$ cat config.mk
export PLATFORM = sky130hd
export DESIGN_NAME = axi_lite_obi_bridge_flat
export DESIGN_NICKNAME = d
export VERILOG_FILES = /design/src/rtl/axi_lite_obi_bridge_if.sv /design/src/rtl/axi_lite_obi_bridge.sv /design/src/flat_wrapper.sv
export SDC_FILE = /design/constraint.sdc
export NUM_CORES = 1
export LEC_CHECK = 0
export BUFFER_PORTS_ARGS = -buffer_cell sky130_fd_sc_hd__buf_2
export CAP_MARGIN = 5
export CORE_UTILIZATION = 46
export CTS_BUF_LIST = sky130_fd_sc_hd__clkbuf_8
export CTS_CLUSTER_DIAMETER = 60
export DETAILED_ROUTE_END_ITERATION = 8
export PLACE_DENSITY = 0.89
export SLEW_MARGIN = 20
export SYNTH_ARGS = -nofsm -noshare
export SYNTH_HDL_FRONTEND = slang
export SYNTH_SLANG_ARGS = --single-unit
$ cat constraint.sdc
create_clock -name s00_axi_aclk -period 1.5 [get_ports s00_axi_aclk]
set_input_delay 0.3 -clock s00_axi_aclk [delete_from_list [all_inputs] [get_ports s00_axi_aclk]]
set_output_delay 0.3 -clock s00_axi_aclk [all_outputs]
set_load 0.02 [all_outputs]
$ cat src/rtl/axi_lite_obi_bridge_if.sv
// AXI4-Lite and OBI bus bundles used by axi_lite_obi_bridge.
interface axi_lite_if #(
  parameter int unsigned AddrWidth = 32,
  parameter int unsigned DataWidth = 32
);
  localparam int unsigned StrbWidth = DataWidth / 8;

  logic [AddrWidth-1:0] s00_axi_awaddr;
  logic [2:0]           s00_axi_awprot;
  logic                 s00_axi_awvalid;
  logic                 s00_axi_awready;
  logic [DataWidth-1:0] s00_axi_wdata;
  logic [StrbWidth-1:0] s00_axi_wstrb;
  logic                 s00_axi_wvalid;
  logic                 s00_axi_wready;
  logic [1:0]           s00_axi_bresp;
  logic                 s00_axi_bvalid;
  logic                 s00_axi_bready;
  logic [AddrWidth-1:0] s00_axi_araddr;
  logic [2:0]           s00_axi_arprot;
  logic                 s00_axi_arvalid;
  logic                 s00_axi_arready;
  logic [DataWidth-1:0] s00_axi_rdata;
  logic [1:0]           s00_axi_rresp;
  logic                 s00_axi_rvalid;
  logic                 s00_axi_rready;

  modport slave (
    input  s00_axi_awaddr, s00_axi_awprot, s00_axi_awvalid,
    output s00_axi_awready,
    input  s00_axi_wdata, s00_axi_wstrb, s00_axi_wvalid,
    output s00_axi_wready,
    output s00_axi_bresp, s00_axi_bvalid,
    input  s00_axi_bready,
    input  s00_axi_araddr, s00_axi_arprot, s00_axi_arvalid,
    output s00_axi_arready,
    output s00_axi_rdata, s00_axi_rresp, s00_axi_rvalid,
    input  s00_axi_rready
  );

  modport master (
    output s00_axi_awaddr, s00_axi_awprot, s00_axi_awvalid,
    input  s00_axi_awready,
    output s00_axi_wdata, s00_axi_wstrb, s00_axi_wvalid,
    input  s00_axi_wready,
    input  s00_axi_bresp, s00_axi_bvalid,
    output s00_axi_bready,
    output s00_axi_araddr, s00_axi_arprot, s00_axi_arvalid,
    input  s00_axi_arready,
    input  s00_axi_rdata, s00_axi_rresp, s00_axi_rvalid,
    output s00_axi_rready
  );
endinterface

interface obi_if #(
  parameter int unsigned AddrWidth = 32,
  parameter int unsigned DataWidth = 32
);
  localparam int unsigned StrbWidth = DataWidth / 8;

  logic                 obi_req_o;
  logic                 obi_gnt_i;
  logic [AddrWidth-1:0] obi_addr_o;
  logic                 obi_we_o;
  logic [StrbWidth-1:0] obi_be_o;
  logic [DataWidth-1:0] obi_wdata_o;
  logic                 obi_rvalid_i;
  logic [DataWidth-1:0] obi_rdata_i;
  logic                 obi_err_i;

  modport master (
    output obi_req_o, obi_addr_o, obi_we_o, obi_be_o, obi_wdata_o,
    input  obi_gnt_i, obi_rvalid_i, obi_rdata_i, obi_err_i
  );

  modport slave (
    input  obi_req_o, obi_addr_o, obi_we_o, obi_be_o, obi_wdata_o,
    output obi_gnt_i, obi_rvalid_i, obi_rdata_i, obi_err_i
  );
endinterface

$ cat src/rtl/axi_lite_obi_bridge.sv
// AXI4-Lite slave to OBI master bridge, one OBI transaction in flight,
// fair read/write arbitration and address-window decode.
module axi_lite_obi_bridge #(
  parameter int unsigned          AddrWidth = 32,
  parameter int unsigned          DataWidth = 32,
  parameter logic [AddrWidth-1:0] AddrBase  = 32'h0000_0000,
  parameter logic [AddrWidth-1:0] AddrSize  = 32'h0010_0000
) (
  input logic         s00_axi_aclk,
  input logic         s00_axi_aresetn,
  axi_lite_if.slave   axi,
  obi_if.master       obi
);
  localparam int unsigned StrbWidth = DataWidth / 8;
  localparam logic [AddrWidth:0] Lo = {1'b0, AddrBase};
  localparam logic [AddrWidth:0] Hi = Lo + {1'b0, AddrSize};

  typedef enum logic [1:0] {IDLE, REQ, WAIT, RESP} state_e;

  state_e               state_q, state_d;
  logic                 aw_vld, w_vld, ar_vld;
  logic [AddrWidth-1:0] aw_addr, ar_addr;
  logic [DataWidth-1:0] w_data;
  logic [StrbWidth-1:0] w_strb;
  logic                 sel_q, sel_d;
  logic                 lww_q, lww_d;
  logic [1:0]           resp_q, resp_d;
  logic [DataWidth-1:0] rdata_q, rdata_d;

  logic                 wr_pend, rd_pend, pick_wr, in_range, hs;
  logic [AddrWidth-1:0] pick_addr;
  logic                 unused_prot;

  assign unused_prot = ^{axi.s00_axi_awprot, axi.s00_axi_arprot};

  assign wr_pend   = aw_vld & w_vld;
  assign rd_pend   = ar_vld;
  // On a tie the kind not served last wins
  assign pick_wr   = wr_pend & (~rd_pend | ~lww_q);
  assign pick_addr = pick_wr ? aw_addr : ar_addr;
  assign in_range  = ({1'b0, pick_addr} >= Lo) && ({1'b0, pick_addr} < Hi);
  assign hs        = (state_q == RESP) &&
                     (sel_q ? axi.s00_axi_bready : axi.s00_axi_rready);

  always_ff @(posedge s00_axi_aclk or negedge s00_axi_aresetn) begin
    if (!s00_axi_aresetn) begin
      state_q <= IDLE;
      sel_q   <= 1'b0;
      lww_q   <= 1'b0;
      resp_q  <= 2'b00;
      rdata_q <= '0;
      aw_vld  <= 1'b0;
      w_vld   <= 1'b0;
      ar_vld  <= 1'b0;
      aw_addr <= '0;
      ar_addr <= '0;
      w_data  <= '0;
      w_strb  <= '0;
    end else begin
      state_q <= state_d;
      sel_q   <= sel_d;
      lww_q   <= lww_d;
      resp_q  <= resp_d;
      rdata_q <= rdata_d;
      if (axi.s00_axi_awvalid && !aw_vld) begin
        aw_vld  <= 1'b1;
        aw_addr <= axi.s00_axi_awaddr;
      end else if (hs && sel_q) begin
        aw_vld  <= 1'b0;
      end
      if (axi.s00_axi_wvalid && !w_vld) begin
        w_vld  <= 1'b1;
        w_data <= axi.s00_axi_wdata;
        w_strb <= axi.s00_axi_wstrb;
      end else if (hs && sel_q) begin
        w_vld  <= 1'b0;
      end
      if (axi.s00_axi_arvalid && !ar_vld) begin
        ar_vld  <= 1'b1;
        ar_addr <= axi.s00_axi_araddr;
      end else if (hs && !sel_q) begin
        ar_vld  <= 1'b0;
      end
    end
  end

  always_comb begin
    state_d = state_q;
    sel_d   = sel_q;
    lww_d   = lww_q;
    resp_d  = resp_q;
    rdata_d = rdata_q;
    unique case (state_q)
      IDLE: begin
        if (wr_pend || rd_pend) begin
          sel_d   = pick_wr;
          resp_d  = 2'b00;
          rdata_d = '0;
          if (!in_range) begin
            resp_d  = 2'b11;
            state_d = RESP;
          end else if (pick_wr && (w_strb == '0)) begin
            state_d = RESP;
          end else begin
            state_d = REQ;
          end
        end
      end
      REQ: begin
        if (obi.obi_gnt_i) state_d = WAIT;
      end
      WAIT: begin
        if (obi.obi_rvalid_i) begin
          resp_d = obi.obi_err_i ? 2'b10 : 2'b00;
          if (!sel_q) rdata_d = obi.obi_rdata_i;
          state_d = RESP;
        end
      end
      RESP: begin
        if (hs) begin
          lww_d   = sel_q;
          state_d = IDLE;
        end
      end
      default: state_d = IDLE;
    endcase
  end

  assign axi.s00_axi_awready = ~aw_vld;
  assign axi.s00_axi_wready  = ~w_vld;
  assign axi.s00_axi_arready = ~ar_vld;
  assign axi.s00_axi_bvalid  = (state_q == RESP) & sel_q;
  assign axi.s00_axi_rvalid  = (state_q == RESP) & ~sel_q;
  assign axi.s00_axi_bresp   = resp_q;
  assign axi.s00_axi_rresp   = resp_q;
  assign axi.s00_axi_rdata   = rdata_q;

  assign obi.obi_req_o   = (state_q == REQ);
  assign obi.obi_we_o    = obi.obi_req_o & sel_q;
  assign obi.obi_addr_o  = obi.obi_req_o ? (sel_q ? aw_addr : ar_addr) : '0;
  assign obi.obi_be_o    = obi.obi_req_o ? (sel_q ? w_strb : '1) : '0;
  assign obi.obi_wdata_o = (obi.obi_req_o && sel_q) ? w_data : '0;
endmodule
$ cat src/flat_wrapper.sv
// flat-port wrapper written by rule: the top's interface ports become plain ports
module axi_lite_obi_bridge_flat 
#(
  parameter int unsigned          AddrWidth = 32,
  parameter int unsigned          DataWidth = 32,
  parameter logic [AddrWidth-1:0] AddrBase  = 32'h0000_0000,
  parameter logic [AddrWidth-1:0] AddrSize  = 32'h0010_0000
)
  (s00_axi_aclk, s00_axi_aresetn, axi_s00_axi_awaddr, axi_s00_axi_awprot, axi_s00_axi_awvalid, axi_s00_axi_awready, axi_s00_axi_wdata, axi_s00_axi_wstrb, axi_s00_axi_wvalid, axi_s00_axi_wready, axi_s00_axi_bresp, axi_s00_axi_bvalid, axi_s00_axi_bready, axi_s00_axi_araddr, axi_s00_axi_arprot, axi_s00_axi_arvalid, axi_s00_axi_arready, axi_s00_axi_rdata, axi_s00_axi_rresp, axi_s00_axi_rvalid, axi_s00_axi_rready, obi_obi_req_o, obi_obi_addr_o, obi_obi_we_o, obi_obi_be_o, obi_obi_wdata_o, obi_obi_gnt_i, obi_obi_rvalid_i, obi_obi_rdata_i, obi_obi_err_i);
  axi_lite_if #(.AddrWidth(AddrWidth), .DataWidth(DataWidth)) axi_i ();
  obi_if #(.AddrWidth(AddrWidth), .DataWidth(DataWidth)) obi_i ();
  input logic s00_axi_aclk;
  input logic s00_axi_aresetn;
  input wire logic [$bits(axi_i.s00_axi_awaddr)-1:0] axi_s00_axi_awaddr;
  input wire logic [$bits(axi_i.s00_axi_awprot)-1:0] axi_s00_axi_awprot;
  input wire logic [$bits(axi_i.s00_axi_awvalid)-1:0] axi_s00_axi_awvalid;
  output wire logic [$bits(axi_i.s00_axi_awready)-1:0] axi_s00_axi_awready;
  input wire logic [$bits(axi_i.s00_axi_wdata)-1:0] axi_s00_axi_wdata;
  input wire logic [$bits(axi_i.s00_axi_wstrb)-1:0] axi_s00_axi_wstrb;
  input wire logic [$bits(axi_i.s00_axi_wvalid)-1:0] axi_s00_axi_wvalid;
  output wire logic [$bits(axi_i.s00_axi_wready)-1:0] axi_s00_axi_wready;
  output wire logic [$bits(axi_i.s00_axi_bresp)-1:0] axi_s00_axi_bresp;
  output wire logic [$bits(axi_i.s00_axi_bvalid)-1:0] axi_s00_axi_bvalid;
  input wire logic [$bits(axi_i.s00_axi_bready)-1:0] axi_s00_axi_bready;
  input wire logic [$bits(axi_i.s00_axi_araddr)-1:0] axi_s00_axi_araddr;
  input wire logic [$bits(axi_i.s00_axi_arprot)-1:0] axi_s00_axi_arprot;
  input wire logic [$bits(axi_i.s00_axi_arvalid)-1:0] axi_s00_axi_arvalid;
  output wire logic [$bits(axi_i.s00_axi_arready)-1:0] axi_s00_axi_arready;
  output wire logic [$bits(axi_i.s00_axi_rdata)-1:0] axi_s00_axi_rdata;
  output wire logic [$bits(axi_i.s00_axi_rresp)-1:0] axi_s00_axi_rresp;
  output wire logic [$bits(axi_i.s00_axi_rvalid)-1:0] axi_s00_axi_rvalid;
  input wire logic [$bits(axi_i.s00_axi_rready)-1:0] axi_s00_axi_rready;
  output wire logic [$bits(obi_i.obi_req_o)-1:0] obi_obi_req_o;
  output wire logic [$bits(obi_i.obi_addr_o)-1:0] obi_obi_addr_o;
  output wire logic [$bits(obi_i.obi_we_o)-1:0] obi_obi_we_o;
  output wire logic [$bits(obi_i.obi_be_o)-1:0] obi_obi_be_o;
  output wire logic [$bits(obi_i.obi_wdata_o)-1:0] obi_obi_wdata_o;
  input wire logic [$bits(obi_i.obi_gnt_i)-1:0] obi_obi_gnt_i;
  input wire logic [$bits(obi_i.obi_rvalid_i)-1:0] obi_obi_rvalid_i;
  input wire logic [$bits(obi_i.obi_rdata_i)-1:0] obi_obi_rdata_i;
  input wire logic [$bits(obi_i.obi_err_i)-1:0] obi_obi_err_i;
  assign axi_i.s00_axi_awaddr = axi_s00_axi_awaddr;
  assign axi_i.s00_axi_awprot = axi_s00_axi_awprot;
  assign axi_i.s00_axi_awvalid = axi_s00_axi_awvalid;
  assign axi_s00_axi_awready = axi_i.s00_axi_awready;
  assign axi_i.s00_axi_wdata = axi_s00_axi_wdata;
  assign axi_i.s00_axi_wstrb = axi_s00_axi_wstrb;
  assign axi_i.s00_axi_wvalid = axi_s00_axi_wvalid;
  assign axi_s00_axi_wready = axi_i.s00_axi_wready;
  assign axi_s00_axi_bresp = axi_i.s00_axi_bresp;
  assign axi_s00_axi_bvalid = axi_i.s00_axi_bvalid;
  assign axi_i.s00_axi_bready = axi_s00_axi_bready;
  assign axi_i.s00_axi_araddr = axi_s00_axi_araddr;
  assign axi_i.s00_axi_arprot = axi_s00_axi_arprot;
  assign axi_i.s00_axi_arvalid = axi_s00_axi_arvalid;
  assign axi_s00_axi_arready = axi_i.s00_axi_arready;
  assign axi_s00_axi_rdata = axi_i.s00_axi_rdata;
  assign axi_s00_axi_rresp = axi_i.s00_axi_rresp;
  assign axi_s00_axi_rvalid = axi_i.s00_axi_rvalid;
  assign axi_i.s00_axi_rready = axi_s00_axi_rready;
  assign obi_obi_req_o = obi_i.obi_req_o;
  assign obi_obi_addr_o = obi_i.obi_addr_o;
  assign obi_obi_we_o = obi_i.obi_we_o;
  assign obi_obi_be_o = obi_i.obi_be_o;
  assign obi_obi_wdata_o = obi_i.obi_wdata_o;
  assign obi_i.obi_gnt_i = obi_obi_gnt_i;
  assign obi_i.obi_rvalid_i = obi_obi_rvalid_i;
  assign obi_i.obi_rdata_i = obi_obi_rdata_i;
  assign obi_i.obi_err_i = obi_obi_err_i;
  axi_lite_obi_bridge #(.AddrWidth(AddrWidth), .DataWidth(DataWidth), .AddrBase(AddrBase), .AddrSize(AddrSize)) u_core (.s00_axi_aclk(s00_axi_aclk), .s00_axi_aresetn(s00_axi_aresetn), .axi(axi_i), .obi(obi_i));
endmodule
==> out/results.tsv <==
stage	metric	value	unit
worst_setup_path	delay of the slowest critical-path stage	430	ps
detailed_routing	WL per Instance	19.4	µm
clocking	CTS Sinks	141	
worst_setup_path	Arrival @ worst endpoint	2390	ps
worst_setup_path	critical path class	register to register	
synthesis	library cells used by synthesis	40	
power_and_ir_drop	total power	25.1	mW
sta	Slew @ Worst Pin	376	ps
clocking	CTS tree	done	
floorplanning	Starting Density	0.474	
floorplanning	die area	14800	µm²
synthesis	number of flops mapped to enable cells by yosys	0	
floorplanning	die height	122	µm
worst_setup_path	slowest cell on the critical path	dfrtp_2	
floorplanning	core area	13900	µm²
power_and_ir_drop	PD cells	2440	nW/µm²
place	DP Cell Count	981	
finish	final instance area	10300	µm²
sta	setup violators final	108	
synthesis	Synth Flop Type	dfrtp_1	
finish	share of cells above drive strength 1	0.709	
sta	Final Max Tran Viols	0	
power_and_ir_drop	Comb pwr share	0.581	
global_routing	largest net degree at the start of global routing	53	
sta	clock skew	8.96	ps
finish	# nets final	1007	
synthesis	main area contributors after synthesis	dfrtp_1 (53%), mux2_2 (16%), mux2i_1 (5.0%)	
synthesis	Post-Syn Area	6600	µm²
detailed_routing	DR DRC count	0	
synthesis	syn avg cell area	12.0	µm²
power_and_ir_drop	Clk pwr share	0.130	
sta	Final period util	1.37	
sta	post-layout minimum cycle time	2060	ps
worst_setup_path	CP bufs+invs	4	
synthesis	yosys warns	0	
synthesis	Seq/Total Area, Yosys	0.534	
power_and_ir_drop	Sw Share	0.403	
sta	Slew HR	0.748	
synthesis	area share of the largest cell type after synthesis	0.534	
clocking	CTS buffer count	17	
detailed_routing	via count	5564	
synthesis	Mapped Nets	704	
sta	endpoints failing hold	0	
power_and_ir_drop	Peak supply drop	1.36	mV
worst_setup_path	startpoint types	register	
detailed_routing	router iterations before antenna repair	4	
place	hpwl dp	12200	µm
finish	Final Non-Filler Cells	1049	
place	Area after DPL	8590	µm²
detailed_routing	via/cell ratio	5.30	
floorplanning	row count	43	
detailed_routing	initial detailed-routing violation count	282	
status	violated checks	setup timing	
clocking	maximum buffer depth of the clock tree	2	
min_path	hold_sp	axi_s00_axi_wstrb[0]	
clocking	Root Driver	clkbuf_8	
place	gpl congestion	0.782	
place	DP Worst Slack	-236	ps
sta	Setup WS post-layout	-559	ps
clocking	H-tree depth	4	
detailed_routing	drt total wl	20400	µm
power_and_ir_drop	Psw	10.1	mW
clocking	Reg clk slew, reported paths	80	ps
power_and_ir_drop	Reg power frac	0.289	
worst_setup_path	crit-path cells	buf_6 > buf_12 > ha_4 > and2b_2 > a211oi_4 > nand2_4 > buf_6 > buf_16 > nand2_4 > o21ai_2	
clocking	clock latency on the worst-skew pair	440	ps
worst_setup_path	CP Data Required Time	1830	ps
global_routing	first-pass GRT wire length	30500	µm
finish	post-layout util	0.739	
sta	Max Freq	0.486	GHz
power_and_ir_drop	Pleak	4.94	nW
synthesis	FFs w/ async S/R, synth	1.00	
floorplanning	Die Wd	122	µm
synthesis	post-synth top area cell	dfrtp_1	
worst_setup_path	critical path's top delay family	buffers and inverters	
global_routing	vias in the first global route	5942	
global_routing	initial antenna violation count	1	
flow_run	max-cap violation count	0	
finish	Area growth, synth to finish	56.0	%
detailed_routing	post-route ant nets	0	
place	number of buffers added on ports	252	
worst_setup_path	CP startpoint	u_core.state_q[1]$_DFFE_PN0P_	
status	run status	finished, violations left	
sta	RSZ-0062 raised after global routing	yes	
floorplanning	I/O pins	259	
synthesis	Yosys reg bits	141	
global_routing	Tot GR Track Use	0.275	
worst_setup_path	RR Startpoint	u_core.state_q[1]$_DFFE_PN0P_	
synthesis	cell count after synthesis	552	
power_and_ir_drop	P_int	15.0	mW
worst_setup_path	CP max FO	6	
worst_setup_path	Worst Setup End Kind	register	
global_routing	gr ovfl total	0	
min_path	hold crit path type	input pin to register	
-- cell usage in the layout (no fill, tap or decap), types with 21 or more instances in the layout --
| cell type | instances |
|---|---|
| buf_4 | 35 |
| mux2i_1 | 21 |
| dfrtp_1 | 136 |
| buf_2 | 196 |
| mux2_2 | 94 |
| buf_6 | 63 |
| o21ai_2 | 30 |
| nor2b_4 | 27 |
| nand2_1 | 49 |
-- power by group through the flow --
| stage | clock network [mW] | logic, mW | registers (mW) |
|---|---|---|---|
| floorplan | 0 | 7.10 | 7.22 |
| global route | 3.47 | 15.4 | 7.49 |
| finish | 3.27 | 14.6 | 7.26 |
| detailed placement | 0 | 10.3 | 7.04 |
| global placement | 0 | 9.99 | 6.91 |
| CTS | 3.32 | 14.1 | 7.08 |
-- metrics by stage --
| step | TNS, ps | hold slack, ps |
|---|---|---|
| after floorplan | -4810 | 4.41 |
| after global placement | -8280 | 200 |
| after detailed placement | -12420 | 201 |
| after CTS | -51450 | 38.4 |
| after global routing | -57220 | 44.7 |
| final | -50110 | 67.6 |
-- per-layer routing --
metal | vias up | wire, µm | global-route usage
met5 | - | 0 | 0
met4 | 0 | 492 | 0.117
met3 | 41 | 1460 | 0.0904
met2 | 229 | 11000 | 0.489
met1 | 2786 | 7460 | 0.297
li1 | 2508 | - | -
-- worst min-delay path, delay by kind of cell --
| kind | cells | cell delay [ps] |
|---|---|---|
| and+or+nand+nor | 1 | 30 |
| AOI/OAI and AO/OA | 1 | 60 |
| buffers and inverters | 1 | 80 |
-- path summary, 6_finish.rpt --
kind	cells after the start	slack [ps]	end
worst max-delay path	10	-560	u_core.axi.s00_axi_rdata[25]$_DFFE_PN0P_
worst min-delay path	3	70	u_core.w_strb[0]$_DFFE_PN0P_
worst max register to register	10	-560	u_core.axi.s00_axi_rdata[25]$_DFFE_PN0P_
worst min register to register	1	480	u_core.w_data[10]$_DFFE_PN0P_
max in group asynchronous	3	590	u_core.aw_addr[13]$_DFFE_PN0P_
min in group asynchronous	2	310	u_core.w_data[6]$_DFFE_PN0P_
-- flip-flops by register name, summed over array words and instances (netlist names) --
register and cells:
u_core.w_strb 4, u_core.state_q 2, u_core.ar_vld 1, u_core.aw_vld 1
u_core.ar_addr 32, u_core.sel_q 1, u_core.w_data 32, u_core.axi.s00_axi_bresp 2
u_core.w_vld 1, u_core.aw_addr 32, u_core.lww_q 1, u_core.axi.s00_axi_rdata 32
-- Yosys cell counts (3+ instances only) --
library cell and instances:
and3_1 32, mux2_2 94, buf_6 6, o21ai_2 28
nor2b_1 36, inv_1 11, a21oi_1 3, nor4_1 7
nand3_1 4, dlygate4sd1_1 3, buf_4 3, nor2_1 3
and2_1 3, o21ai_0 9, dfrtp_1 141, ha_1 4
mux2i_1 33, o21ai_1 4, clkbuf_1 13, buf_2 14
a21boi_0 4, nand2_1 76
-- cell type report --
class                   instances  area [µm²]
inverters                      11        46.3
diodes                          1        2.50
flip-flops and latches        141        3540
clock inverters                13         165
repair buffers                325        2600
fillers                       899        3640
well taps                     180         225
multi-input cells             359        3460
clock buffers                  19         262
-- timing repair --
action                                 4_1_cts  5_1_grt
cloned                                       8        2
endpoints found under the hold margin       24        0
gates resized for setup                    193       45
setup endpoints to repair                  110      114
hold buffers                                 1        0
pin swaps                                   30       18
buffers inserted                            25        5
-- cell families (layout without fill, tap and decap cells) --
group           Yosys count  after routing  share of synthesized area
flops                   141            141                      0.534
mux                     129            129                      0.214
fa+ha+maj                 4              4                    0.00758
compound gates           59             59                     0.0695
simple gates            167            167                      0.129
other cells               0              1                          0
buf+inv                  52            368                     0.0461
Note: power is estimated with default switching activity, not from simulation.
